**src/rtl/arb_mux_sched.sv**
```systemverilog
// ============================================================================
// Module   : arb_mux_sched
// Purpose  : 4-lane round-robin arbiter and mux into a single registered
//            output slot with valid/ready handshake.
// Optional : ARB_MUX_ID_CHECK_EN enables dropping of words whose ID field
//            does not match their lane, counted in err_count.
// Revision : 1.0  initial release
// ============================================================================
`default_nettype none

module arb_mux_sched #(
  parameter int DATA_W = 12,
  parameter int ERR_W  = 8
) (
  input  logic              clk,
  input  logic              reset,
  input  logic [3:0]        in_valid,
  input  logic [DATA_W-1:0] data_in0,
  input  logic [DATA_W-1:0] data_in1,
  input  logic [DATA_W-1:0] data_in2,
  input  logic [DATA_W-1:0] data_in3,
  output logic [3:0]        in_ready,
  output logic [DATA_W-1:0] data_out,
  output logic              out_valid,
  input  logic              out_ready,
  output logic [1:0]        grant_id,
  output logic [ERR_W-1:0]  err_count
);

  logic [1:0]        last_grant;
  logic [1:0]        winner;
  logic [1:0]        idx;
  logic              found;
  logic              load_en;
  logic              transfer;
  logic              id_ok;
  logic [DATA_W-1:0] sel_data;

  assign load_en = !out_valid || out_ready;

  // Rotating search: offset 4 wraps back to last_grant itself, so the lane
  // granted last has the lowest priority next time.
  always_comb begin
    found  = 1'b0;
    winner = last_grant;
    idx    = last_grant;
    for (int k = 1; k <= 4; k++) begin
      idx = last_grant + 2'(k);
      if (!found && in_valid[idx]) begin
        found  = 1'b1;
        winner = idx;
      end
    end
  end

  always_comb begin
    in_ready = 4'b0000;
    if (!reset && load_en && found) begin
      in_ready[winner] = 1'b1;
    end
  end

  assign transfer = !reset && load_en && found;

  always_comb begin
    case (winner)
      2'd0:    sel_data = data_in0;
      2'd1:    sel_data = data_in1;
      2'd2:    sel_data = data_in2;
      default: sel_data = data_in3;
    endcase
  end

`ifdef ARB_MUX_ID_CHECK_EN
  assign id_ok = (sel_data[DATA_W-1 -: 2] == winner);

  always_ff @(posedge clk) begin
    if (reset) begin
      err_count <= '0;
    end else if (transfer && !id_ok && (err_count != {ERR_W{1'b1}})) begin
      err_count <= err_count + 1'b1;
    end
  end
`else
  assign id_ok     = 1'b1;
  assign err_count = '0;
`endif

  // A dropped word still consumes its lane and advances the pointer, but
  // the slot behaves as if no new word arrived.
  always_ff @(posedge clk) begin
    if (reset) begin
      data_out   <= '0;
      out_valid  <= 1'b0;
      grant_id   <= 2'd0;
      last_grant <= 2'd3;
    end else if (transfer) begin
      last_grant <= winner;
      if (id_ok) begin
        data_out  <= sel_data;
        grant_id  <= winner;
        out_valid <= 1'b1;
      end else if (out_ready) begin
        out_valid <= 1'b0;
      end
    end else if (out_ready) begin
      out_valid <= 1'b0;
    end
  end

endmodule

`default_nettype wire
```
**config.mk**
```make
export PLATFORM = sky130hd
export DESIGN_NAME = arb_mux_sched
export DESIGN_NICKNAME = d
export VERILOG_FILES = /design/src/rtl/arb_mux_sched.sv
export SDC_FILE = /design/constraint.sdc
export NUM_CORES = 1
export LEC_CHECK = 0
export CAP_MARGIN = 40
export CELL_PAD_IN_SITES_DETAIL_PLACEMENT = 1
export CELL_PAD_IN_SITES_GLOBAL_PLACEMENT = 1
export CORE_MARGIN = 2
export CORE_UTILIZATION = 26
export CTS_CLUSTER_SIZE = 12
export DETAILED_ROUTE_END_ITERATION = 6
export GPL_ROUTABILITY_DRIVEN = 0
export GPL_TIMING_DRIVEN = 0
export PLACE_DENSITY = 0.92
export SYNTH_ARGS = -nofsm -noshare
export SYNTH_HDL_FRONTEND = slang
export SYNTH_SLANG_ARGS = --single-unit
export TNS_END_PERCENT = 30
```
**constraint.sdc**
```tcl
create_clock -name clk -period 4.9 [get_ports clk]
set_input_delay 0.98 -clock clk [delete_from_list [all_inputs] [get_ports clk]]
set_output_delay 0.98 -clock clk [all_outputs]
set_load 0.01 [all_outputs]
```
==> results by group <==
Critical path
  – Slowest CP cell: clkdlybuf4s50_1
  – Crit path DAT: 3.38 ns
  – Critical setup path kind: in -> out
  – Cell mode on critical path: clkdlybuf4s50_1
  – WP buf/inv: 3
  – Critical path peak fanout: 10
  – CP Capture Type: output port
  – CP Data Required Time: 3.92 ns
  – CP Cell Sequence: clkdlybuf4s50_1, nor4_2, nor3_2, nand2b_1, buf_2, nor4_1, clkdlybuf4s50_1
  – Crit start category: input pin
  – CP top delay family: buffers and inverters
  – CP max stage delay: 0.58 ns

STA
  – Final Slew Violations: 0
  – Hold WS: 0.481 ns
  – Worst-Margin Slew: 0.555 ns
  – Final Hold Viols: 0
  – Fin crit share: 0.890
  – Min Tclk post-route: 4.36 ns
  – Unrepaired setup endpoints after global routing: false
  – Maximum clock rate: 229 MHz
  – Post-route setup TNS: 0 ns
  – Max_slew headroom: 0.629
  – Final WS setup: 0.541 ns
  – Final setup vio count: 0
  – Clk_skew: 0.00806 ns

Power and ir drop
  – Power Dens Cells: 242 mW/mm^2
  – Final Power: 508 uW
  – P_int: 350 uW
  – Reg power frac: 0.336
  – Net Switching: 158 uW
  – Sw frac: 0.311
  – Clk pwr share: 0.207
  – Leakage: 0.810 nW
  – Comb pwr share: 0.457
  – Max VDD drop: 0.000112 V

Routing
  – Iteration-0 DRC Markers: 43
  – Final WL: 4240 microns
  – Avg Vias per Cell: 4.82
  – Remaining DRCs: 0
  – Routed len/inst: 15.2 microns
  – Detailed-router iteration count before antenna repair: 4
  – ANT nets after route: 0
  – Vias: 1341

Die
  – Die Area: 0.00531 sq mm
  – I/O pin cnt: 82
  – Rows: 25
  – Die Ht: 72.9 microns
  – Core Area: 0.00466 sq mm
  – Die W: 72.9 microns
  – Starting Density: 0.265

Yosys
  – Leading area contributor after synthesis: dfxtp_1
  – Yosys top cell area share: 0.276
  – Gate Count Post-Synth: 140
  – Syn Area/Cell: 8.81 sq um
  – Yosys warnings: 0
  – Number of distinct library cells after synthesis: 31
  – EDFF count, synth: 0
  – Post-synthesis sequential area ratio: 0.276
  – Prevailing post-synth register cell: dfxtp_1
  – Ranking of synthesized cells by area: dfxtp_1 (28%), mux2i_1 (11%), mux2_2 (10%), nand3_1 (8.9%), o211ai_1 (6.1%)
  – Flops & latches, synth: 17
  – Synth async-reset ratio: 0
  – Post-Syn Area: 0.00123 sq mm

Flow run
  – MaxCap Viol Count: 0

Clock network
  – Setup bufs post-CTS: 0
  – TritonCTS clock tree: built
  – Hold buffers post-CTS: 0
  – Clock transition at path regs: 0.06 ns
  – Resize count post-CTS: 0
  – Num CTS Buffers: 3
  – CTS Buffer Depth: 2
  – Root Driver: clkbuf_8
  – Worst skew pair latency: 0.25 ns
  – TritonCTS Sinks: 17
  – # H-tree levels: 1

Hold path
  – Worst hold path type: reg -> reg

Placement
  – Placement Setup Slack: 0.516 ns
  – Cell Area, Placed: 0.00206 sq mm
  – Placed Cells: 274
  – Post-DP HPWL: 3260 microns
  – Port bufs: 73

Cells and area
  – Synthesis-to-finish area growth: 70.5%
  – Diode count: 0
  – Util after Layout: 0.451
  – Share of layout cells above drive strength 1: 0.170
  – Finished Cell Area: 0.00210 sq mm
  – Layout fillers: 540
  – Nets: 280
  – Layout Cells excl Fill: 278

Global route
  – GRT met3 Usage: 0.0290
  – GRT met2 Usage: 0.300
  – Vias in the first global route: 1456
  – Largest net degree at the start of global routing: 11
  – M1 GR Usage: 0.199
  – GRT Util Overall: 0.165
  – Initial antenna violation count: 0
  – Global route overflow: 0
  – First-pass GRT wire length: 6800 microns
  – Layer with the highest usage: met2

Status
  – Status: finished, final reports clean
## synth_stat cells, types with 2 or more instances
library cell / count
a21oi_1: 3
buf_2: 3
buf_4: 8
buf_6: 3
clkbuf_8: 3
dfxtp_1: 17
mux2_2: 11
mux2i_1: 14
nand2_1: 15
nand2b_1: 3
nand3_1: 22
nand3b_1: 2
nor2_1: 7
nor3_1: 2
o211ai_1: 10
o21ai_0: 2
## power groups by stage
stage / clock network [mW] / logic [mW] / registers [mW]
after floorplan: 0 / 0.110 / 0.182
after detailed placement: 0 / 0.235 / 0.174
final: 0.105 / 0.232 / 0.171
after global routing: 0.117 / 0.251 / 0.173
after CTS: 0.113 / 0.235 / 0.171
after global placement: 0 / 0.229 / 0.173
## routing by layer
layer  wire length, microns  vias up
met5                      0        -
met3                    251        2
met4                     34        0
met2                   2080       46
li1                       -      661
met1                   1870      632
## tightest hold or removal path, delay by kind of cell, from the launching register on
family / cells / cell delay (ns)
flops: 1 / 0.34
simple gates: 1 / 0.05
compound gates: 1 / 0.06
## cells by family (layout without fill, tap and decap cells)
kind of cell    after synthesis  count (layout)  share of synthesized area
flops                        17              17                      0.276
compound gates               20              20                      0.129
buf+inv                      17              94                      0.122
mux                          25              25                      0.214
other cells                   1               8                    0.00304
simple gates                 60              60                      0.257
## layout by cell type (no fill, tap or decap), drive strengths merged
cell type	Yosys	routed
nand3	22	22
o21ai	2	2
and2	1	1
a31oi	1	1
nand2	15	15
conb	1	8
clkbuf	3	7
o21bai	1	1
nand2b	3	3
nor4	2	2
a21o	1	1
clkdlybuf4s50	0	73
o221ai	1	1
o211ai	11	11
a21oi	3	3
dfxtp	17	17
mux2i	14	14
nand3b	2	2
buf	14	14
or2b	1	1
and3	1	1
nor2	7	7
nor2b	1	1
nor3	4	4
mux2	11	11
nor3b	1	1
## final timing paths
| check | startpoint | endpoint | slack [ns] | cells after the start |
|---|---|---|---|---|
| max | in_valid[3] | in_ready[0] | 0.54 | 7 |
| min | data_out[7] | data_out[7] | 0.48 | 2 |
| max reg2reg | last_grant[1] | data_out[5] | 2.91 | 7 |
| min reg2reg | data_out[7] | data_out[7] | 0.48 | 2 |
## final cells by class
type                            instances  area, sq um  share of cell area
Buffer                                 17          150              0.0714
Clock buffer                            4         45.0              0.0214
Multi-Input combinational cell        113          769               0.366
Sequential cell                        17          340               0.162
Tap cell                               54         67.6              0.0321
Timing Repair Buffer                   73          731               0.347
## flip-flops by register name, indices dropped and copies added (netlist names)
name        count
out_valid       1
grant_id        2
data_out       12
last_grant      2
Note: power is estimated with default switching activity, not from simulation.
